File: src/rtl/bus_initiator.sv
// Simple-bus initiator: one client request -> one a/d/web/rd transaction; accept->resp_valid >= 3 cycles.
// Backpressure: req_ready is high only in IDLE, so exactly one transaction is in flight at a time.
module bus_initiator #(
  parameter int unsigned TIMEOUT  = 1024,
  parameter logic [31:0] ERR_DATA = 32'hDEADBEEF
) (
  input  logic        clk,
  input  logic        rst_n,
  input  logic        req_valid,
  output logic        req_ready,
  input  logic [31:0] req_addr,
  input  logic [31:0] req_wdata,
  input  logic [3:0]  req_wstrb,
  output logic        resp_valid,
  output logic [31:0] resp_rdata,
  output logic        resp_err,
  output logic [31:0] a,
  output logic [31:0] d,
  output logic [3:0]  web,
  output logic        rd,
  input  logic [31:0] spo,
  input  logic        ready
);

  localparam int unsigned CW    = (TIMEOUT == 0) ? 1 : $clog2(TIMEOUT + 1);
  localparam logic [CW-1:0] TO_C  = CW'(TIMEOUT);
  localparam bit            TO_EN = (TIMEOUT != 0);

  typedef enum logic [1:0] {S_IDLE, S_REQ, S_WAIT, S_RESP} state_t;

  state_t        state_q, state_d;
  logic [31:0]   a_q, a_d, d_q, d_d;
  logic [3:0]    wstrb_q, wstrb_d, web_q, web_d;
  logic          rd_q, rd_d;
  logic          resp_valid_q, resp_valid_d;
  logic [31:0]   resp_rdata_q, resp_rdata_d;
  logic          resp_err_q, resp_err_d;
  logic [CW-1:0] cnt_q, cnt_d, cnt_inc;
  logic          is_read;

  assign is_read = (wstrb_q == 4'b0000);
  // Saturating increment so a disabled timeout (TIMEOUT=0) never wraps.
  assign cnt_inc = (cnt_q == {CW{1'b1}}) ? cnt_q : cnt_q + CW'(1);

  always_comb begin
    state_d      = state_q;
    a_d          = a_q;
    d_d          = d_q;
    wstrb_d      = wstrb_q;
    web_d        = web_q;
    rd_d         = rd_q;
    resp_valid_d = 1'b0;
    resp_rdata_d = resp_rdata_q;
    resp_err_d   = resp_err_q;
    cnt_d        = cnt_q;
    unique case (state_q)
      S_IDLE: begin
        if (req_valid) begin
          state_d = S_REQ;
          a_d     = req_addr;
          d_d     = req_wdata;
          wstrb_d = req_wstrb;
          web_d   = req_wstrb;
          rd_d    = (req_wstrb == 4'b0000);
        end
      end
      S_REQ: begin
        state_d = S_WAIT;
        web_d   = 4'b0000;
        rd_d    = 1'b0;
      end
      S_WAIT: begin
        cnt_d = cnt_inc;
        // A device finishing on the timeout cycle still counts as a normal completion.
        if (ready) begin
          state_d      = S_RESP;
          resp_valid_d = 1'b1;
          resp_err_d   = 1'b0;
          resp_rdata_d = is_read ? spo : 32'h0;
        end else if (TO_EN && (cnt_inc == TO_C)) begin
          state_d      = S_RESP;
          resp_valid_d = 1'b1;
          resp_err_d   = 1'b1;
          resp_rdata_d = is_read ? ERR_DATA : 32'h0;
        end
      end
      S_RESP: begin
        state_d = S_IDLE;
        cnt_d   = '0;
      end
      default: state_d = S_IDLE;
    endcase
  end

  always_ff @(posedge clk) begin
    if (!rst_n) begin
      state_q      <= S_IDLE;
      a_q          <= 32'h0;
      d_q          <= 32'h0;
      wstrb_q      <= 4'b0000;
      web_q        <= 4'b0000;
      rd_q         <= 1'b0;
      resp_valid_q <= 1'b0;
      resp_rdata_q <= 32'h0;
      resp_err_q   <= 1'b0;
      cnt_q        <= '0;
    end else begin
      state_q      <= state_d;
      a_q          <= a_d;
      d_q          <= d_d;
      wstrb_q      <= wstrb_d;
      web_q        <= web_d;
      rd_q         <= rd_d;
      resp_valid_q <= resp_valid_d;
      resp_rdata_q <= resp_rdata_d;
      resp_err_q   <= resp_err_d;
      cnt_q        <= cnt_d;
    end
  end

  assign req_ready  = (state_q == S_IDLE);
  assign resp_valid = resp_valid_q;
  assign resp_rdata = resp_rdata_q;
  assign resp_err   = resp_err_q;
  assign a          = a_q;
  assign d          = d_q;
  assign web        = web_q;
  assign rd         = rd_q;

endmodule

File: config.mk
export PLATFORM = sky130hd
export DESIGN_NAME = bus_initiator
export DESIGN_NICKNAME = d
export VERILOG_FILES = /design/src/rtl/bus_initiator.sv
export SDC_FILE = /design/constraint.sdc
export NUM_CORES = 1
export LEC_CHECK = 0
export ABC_AREA = 1
export CAP_MARGIN = 5
export CELL_PAD_IN_SITES_DETAIL_PLACEMENT = 1
export CELL_PAD_IN_SITES_GLOBAL_PLACEMENT = 2
export CORE_MARGIN = 1.5
export CORE_UTILIZATION = 25
export CTS_BUF_LIST = sky130_fd_sc_hd__clkbuf_2
export DETAILED_ROUTE_END_ITERATION = 6
export PLACE_DENSITY = 0.9
export RECOVER_POWER = 100
export SYNTH_ARGS = -nofsm -noshare
export SYNTH_HDL_FRONTEND = slang
export SYNTH_SLANG_ARGS = --single-unit
File: constraint.sdc
create_clock -name clk -period 4.1 [get_ports clk]
set_input_delay 1.025 -clock clk [delete_from_list [all_inputs] [get_ports clk]]
set_output_delay 1.025 -clock clk [all_outputs]
set_load 0.01 [all_outputs]
==> impl_metrics.env <==
export IMPL_grt_util_all_layers=0.153
export IMPL_cp_arrival_ps=3730
export IMPL_setup_tns_ps=0
export IMPL_synthToLayoutAreaGrowth_pct=47.5
export IMPL_clk_pin_slew_worst_paths_ps=170
export IMPL_cts_made_buffers=17
export IMPL_syn_area_per_cell_sq_um=7.95
export IMPL_dp_cells=1056
export IMPL_first_global_vias=4629
export IMPL_mappedNetlistNets=725
export IMPL_synth_seq_area_share=0.490
export IMPL_design_final_nets=919
export IMPL_initial_utilization=0.253
export IMPL_drc_markers=0
export IMPL_finalCritPeriodShare=0.767
export IMPL_antenna_left=0
export IMPL_ctsHtreeMaxLevel=4
export IMPL_worst_setup_path_start_kind="primary input"
export IMPL_drt_iter0_drc=186
export IMPL_drive_above_1_share=0.0668
export IMPL_max_slew_violation_total_from_the_final_report=0
export IMPL_die_outline_width_microns=143
export IMPL_async_reset_ff_frac=0
export IMPL_clock_tree_root_cell="clkbuf_2"
export IMPL_number_of_enable_flip_flop_cells_after_synthesis=0
export IMPL_floorplan_die_height_microns=143
export IMPL_route_detailed_vias_per_inst=4.41
export IMPL_number_of_antenna_violations_at_the_first_check_in_global_routing=1
export IMPL_tritoncts_clock_tree="built"
export IMPL_synth_largest_type_area_fraction=0.490
export IMPL_fin_skew_ps=36.2
export IMPL_synth_warnings=0
export IMPL_cts_setup_buffers=0
export IMPL_timing_final_setup_violations=0
export IMPL_wl_per_cell_microns=14.5
export IMPL_finalWirelength_mm=15.8
export IMPL_syn_inst=616
export IMPL_placement_io_buffers=207
export IMPL_finalPower_mw=3.69
export IMPL_netlist_cell_type_count=30
export IMPL_class_of_the_most_critical_hold_timing_path="flop to flop"
export IMPL_netlist_top_cell_by_area="dfxtp_1"
export IMPL_timing_critical_path_required_ps=4680
export IMPL_timing_final_hold_violations=0
export IMPL_finalWeightedCongestion=0.723
export IMPL_timing_fmax_mhz=318
export IMPL_p_leak_nw=2.93
export IMPL_ioPinCount=208
export IMPL_kind_of_critical_path="primary input to flop"
export IMPL_cts_sinks=120
export IMPL_worst_path_fanout_max=52
export IMPL_maximum_capacitance_violations=0
export IMPL_worst_voltage_drop_across_the_vdd_grid_mv=0.205
export IMPL_grt_overflow=0
export IMPL_postCtsResizedCells=0
export IMPL_detailroute_via_count=4798
export IMPL_setup_repair_after_global_routing_missed_its_margin="no"
export IMPL_core_area_sq_um=19300
export IMPL_detail_route_first_pass_iterations=7
export IMPL_timing_critical_path_to_type="flop"
export IMPL_clock_path_buffers=2
export IMPL_worst_slew_pin_slew_ps=1330
export IMPL_clkLatencyLatePin_ps=670
export IMPL_die_area_sq_um=20400
export IMPL_synthTopCellsByArea="dfxtp_1 49%, nor2_1 11%, o21ai_0 9.8%"
export IMPL_number_of_hold_buffers_added_after_cts=0
export IMPL_finalWorstPathRequiredPeriod_ps=3150
export IMPL_synth_top_flop_cell="dfxtp_1"
export IMPL_maximum_number_of_pins_on_one_net_before_global_route_repair=61
export IMPL_grt_first_pass_wirelength_mm=24.3
export IMPL_final_cell_count_no_fill=1089
export IMPL_run_status="complete, no violations"
export IMPL_synth_seq_cells=120
export IMPL_place_detailed_hpwl_mm=11.0
export IMPL_maxSlewHeadroom=0.110
export IMPL_rows=51
export IMPL_filler_cell_count=2344
export IMPL_cellPowerDensity_nw_per_um2=510
export IMPL_syn_cell_area_sq_um=4900
## registers in the layout (all words and copies together) (netlist names)
name / cells
resp_valid: 1
web: 4
resp_err: 1
cnt_q: 11
rd: 1
state_q: 2
d: 32
a: 32
resp_rdata: 32
wstrb_q: 4
## Yosys cell counts (2+ instances only)
library cell,instances
dfxtp_1,120
o21ai_2,29
nand3_1,48
a21oi_1,22
nand3_2,11
buf_1,4
o21ai_0,96
inv_1,22
nand2_1,60
nor2_2,2
nand2_4,3
nand4_1,3
ha_1,5
clkbuf_1,28
nor4_1,2
nand3_4,2
nor2_1,141
buf_6,6
## power breakdown
group | total, mW | switching (mW) | internal (mW)
combinational | 1.39 | 0.776 | 0.614
sequential | 1.54 | 0.127 | 1.42
clock | 0.753 | 0.468 | 0.285
## cell families after synthesis
logic type | after synthesis | synth area share
AO/OA/AOI/OAI | 151 | 0.179
buffers and inverters | 62 | 0.0567
adder cells (fa/ha/maj) | 5 | 0.0128
flip-flops | 120 | 0.490
AND/OR/NAND/NOR | 277 | 0.260
XOR/XNOR | 1 | 0.00179
## metal layers
layer | routed length, microns | vias to the layer above | GRT usage
met5 | 0 | - | 0
met4 | 275 | 0 | 0.0543
met3 | 934 | 19 | 0.0469
met2 | 7670 | 118 | 0.252
met1 | 6910 | 2226 | 0.187
li1 | - | 2435 | -
## placed cells by master (no fill, tap or decap)
cell	synthesis	final
clkbuf_2	0	22
clkinv_1	1	4
diode_2	0	1
inv_6	0	1
nor2_4	1	1
nand3b_1	1	1
o21bai_1	1	1
nand3_1	48	49
xnor2_1	1	1
nor2_1	141	142
nand3_2	11	12
nor3_2	1	1
ha_1	5	5
bufinv_16	0	2
clkdlybuf4s50_1	0	102
o21ai_1	1	1
dlygate4sd3_1	0	104
o21ai_0	96	124
inv_1	22	23
dfxtp_1	120	120
a2111oi_0	1	1
clkbuf_1	28	1
nor2_2	2	2
clkinv_2	0	1
nand2_1	60	63
a21oi_2	1	1
clkinv_4	0	4
nor4_1	2	1
clkinvlp_4	0	1
nor4_2	0	1
buf_4	0	4
a21oi_1	22	22
nand2_4	3	1
o21ai_2	29	1
nand4_1	3	3
## area by class of cell
class	instances	area [sq um]	share of cell area
Clock inverter	12	128	0.0177
Multi-Input combinational cell	434	2070	0.286
Inverter	24	90.1	0.0125
Clock buffer	20	100	0.0139
Tap cell	265	332	0.0459
Timing Repair Buffer	213	2110	0.291
Antenna cell	1	2.50	0.000346
Sequential cell	120	2400	0.332
## stage by stage
stage / setup WS (ps) / cell area [sq um] / utilization / hold slack [ps]
CTS: 914 / 7410 / 0.383 / 489
global route: 559 / 7230 / 0.374 / 512
global placement: 1270 / 7180 / 0.371 / 453
detailed placement: 1230 / 7180 / 0.371 / 464
finish: 954 / 7230 / 0.374 / 477
floorplan: 2060 / 4900 / - / 445
## critical path, stage by stage
cell	delay, ps
clkdlybuf4s50_1	500
nand2_1	380
inv_1	640
clkbuf_2	920
nor2_1	90
nor2_1	130
## path summary, 6_finish.rpt
check,from,to,slack [ps],cells past startpoint
max,req_valid,a[25],950,6
min,resp_err,resp_err,480,2
max reg2reg,state_q[0],a[25],1020,7
min reg2reg,resp_err,resp_err,480,2
Power figures use the tool's default switching activity.
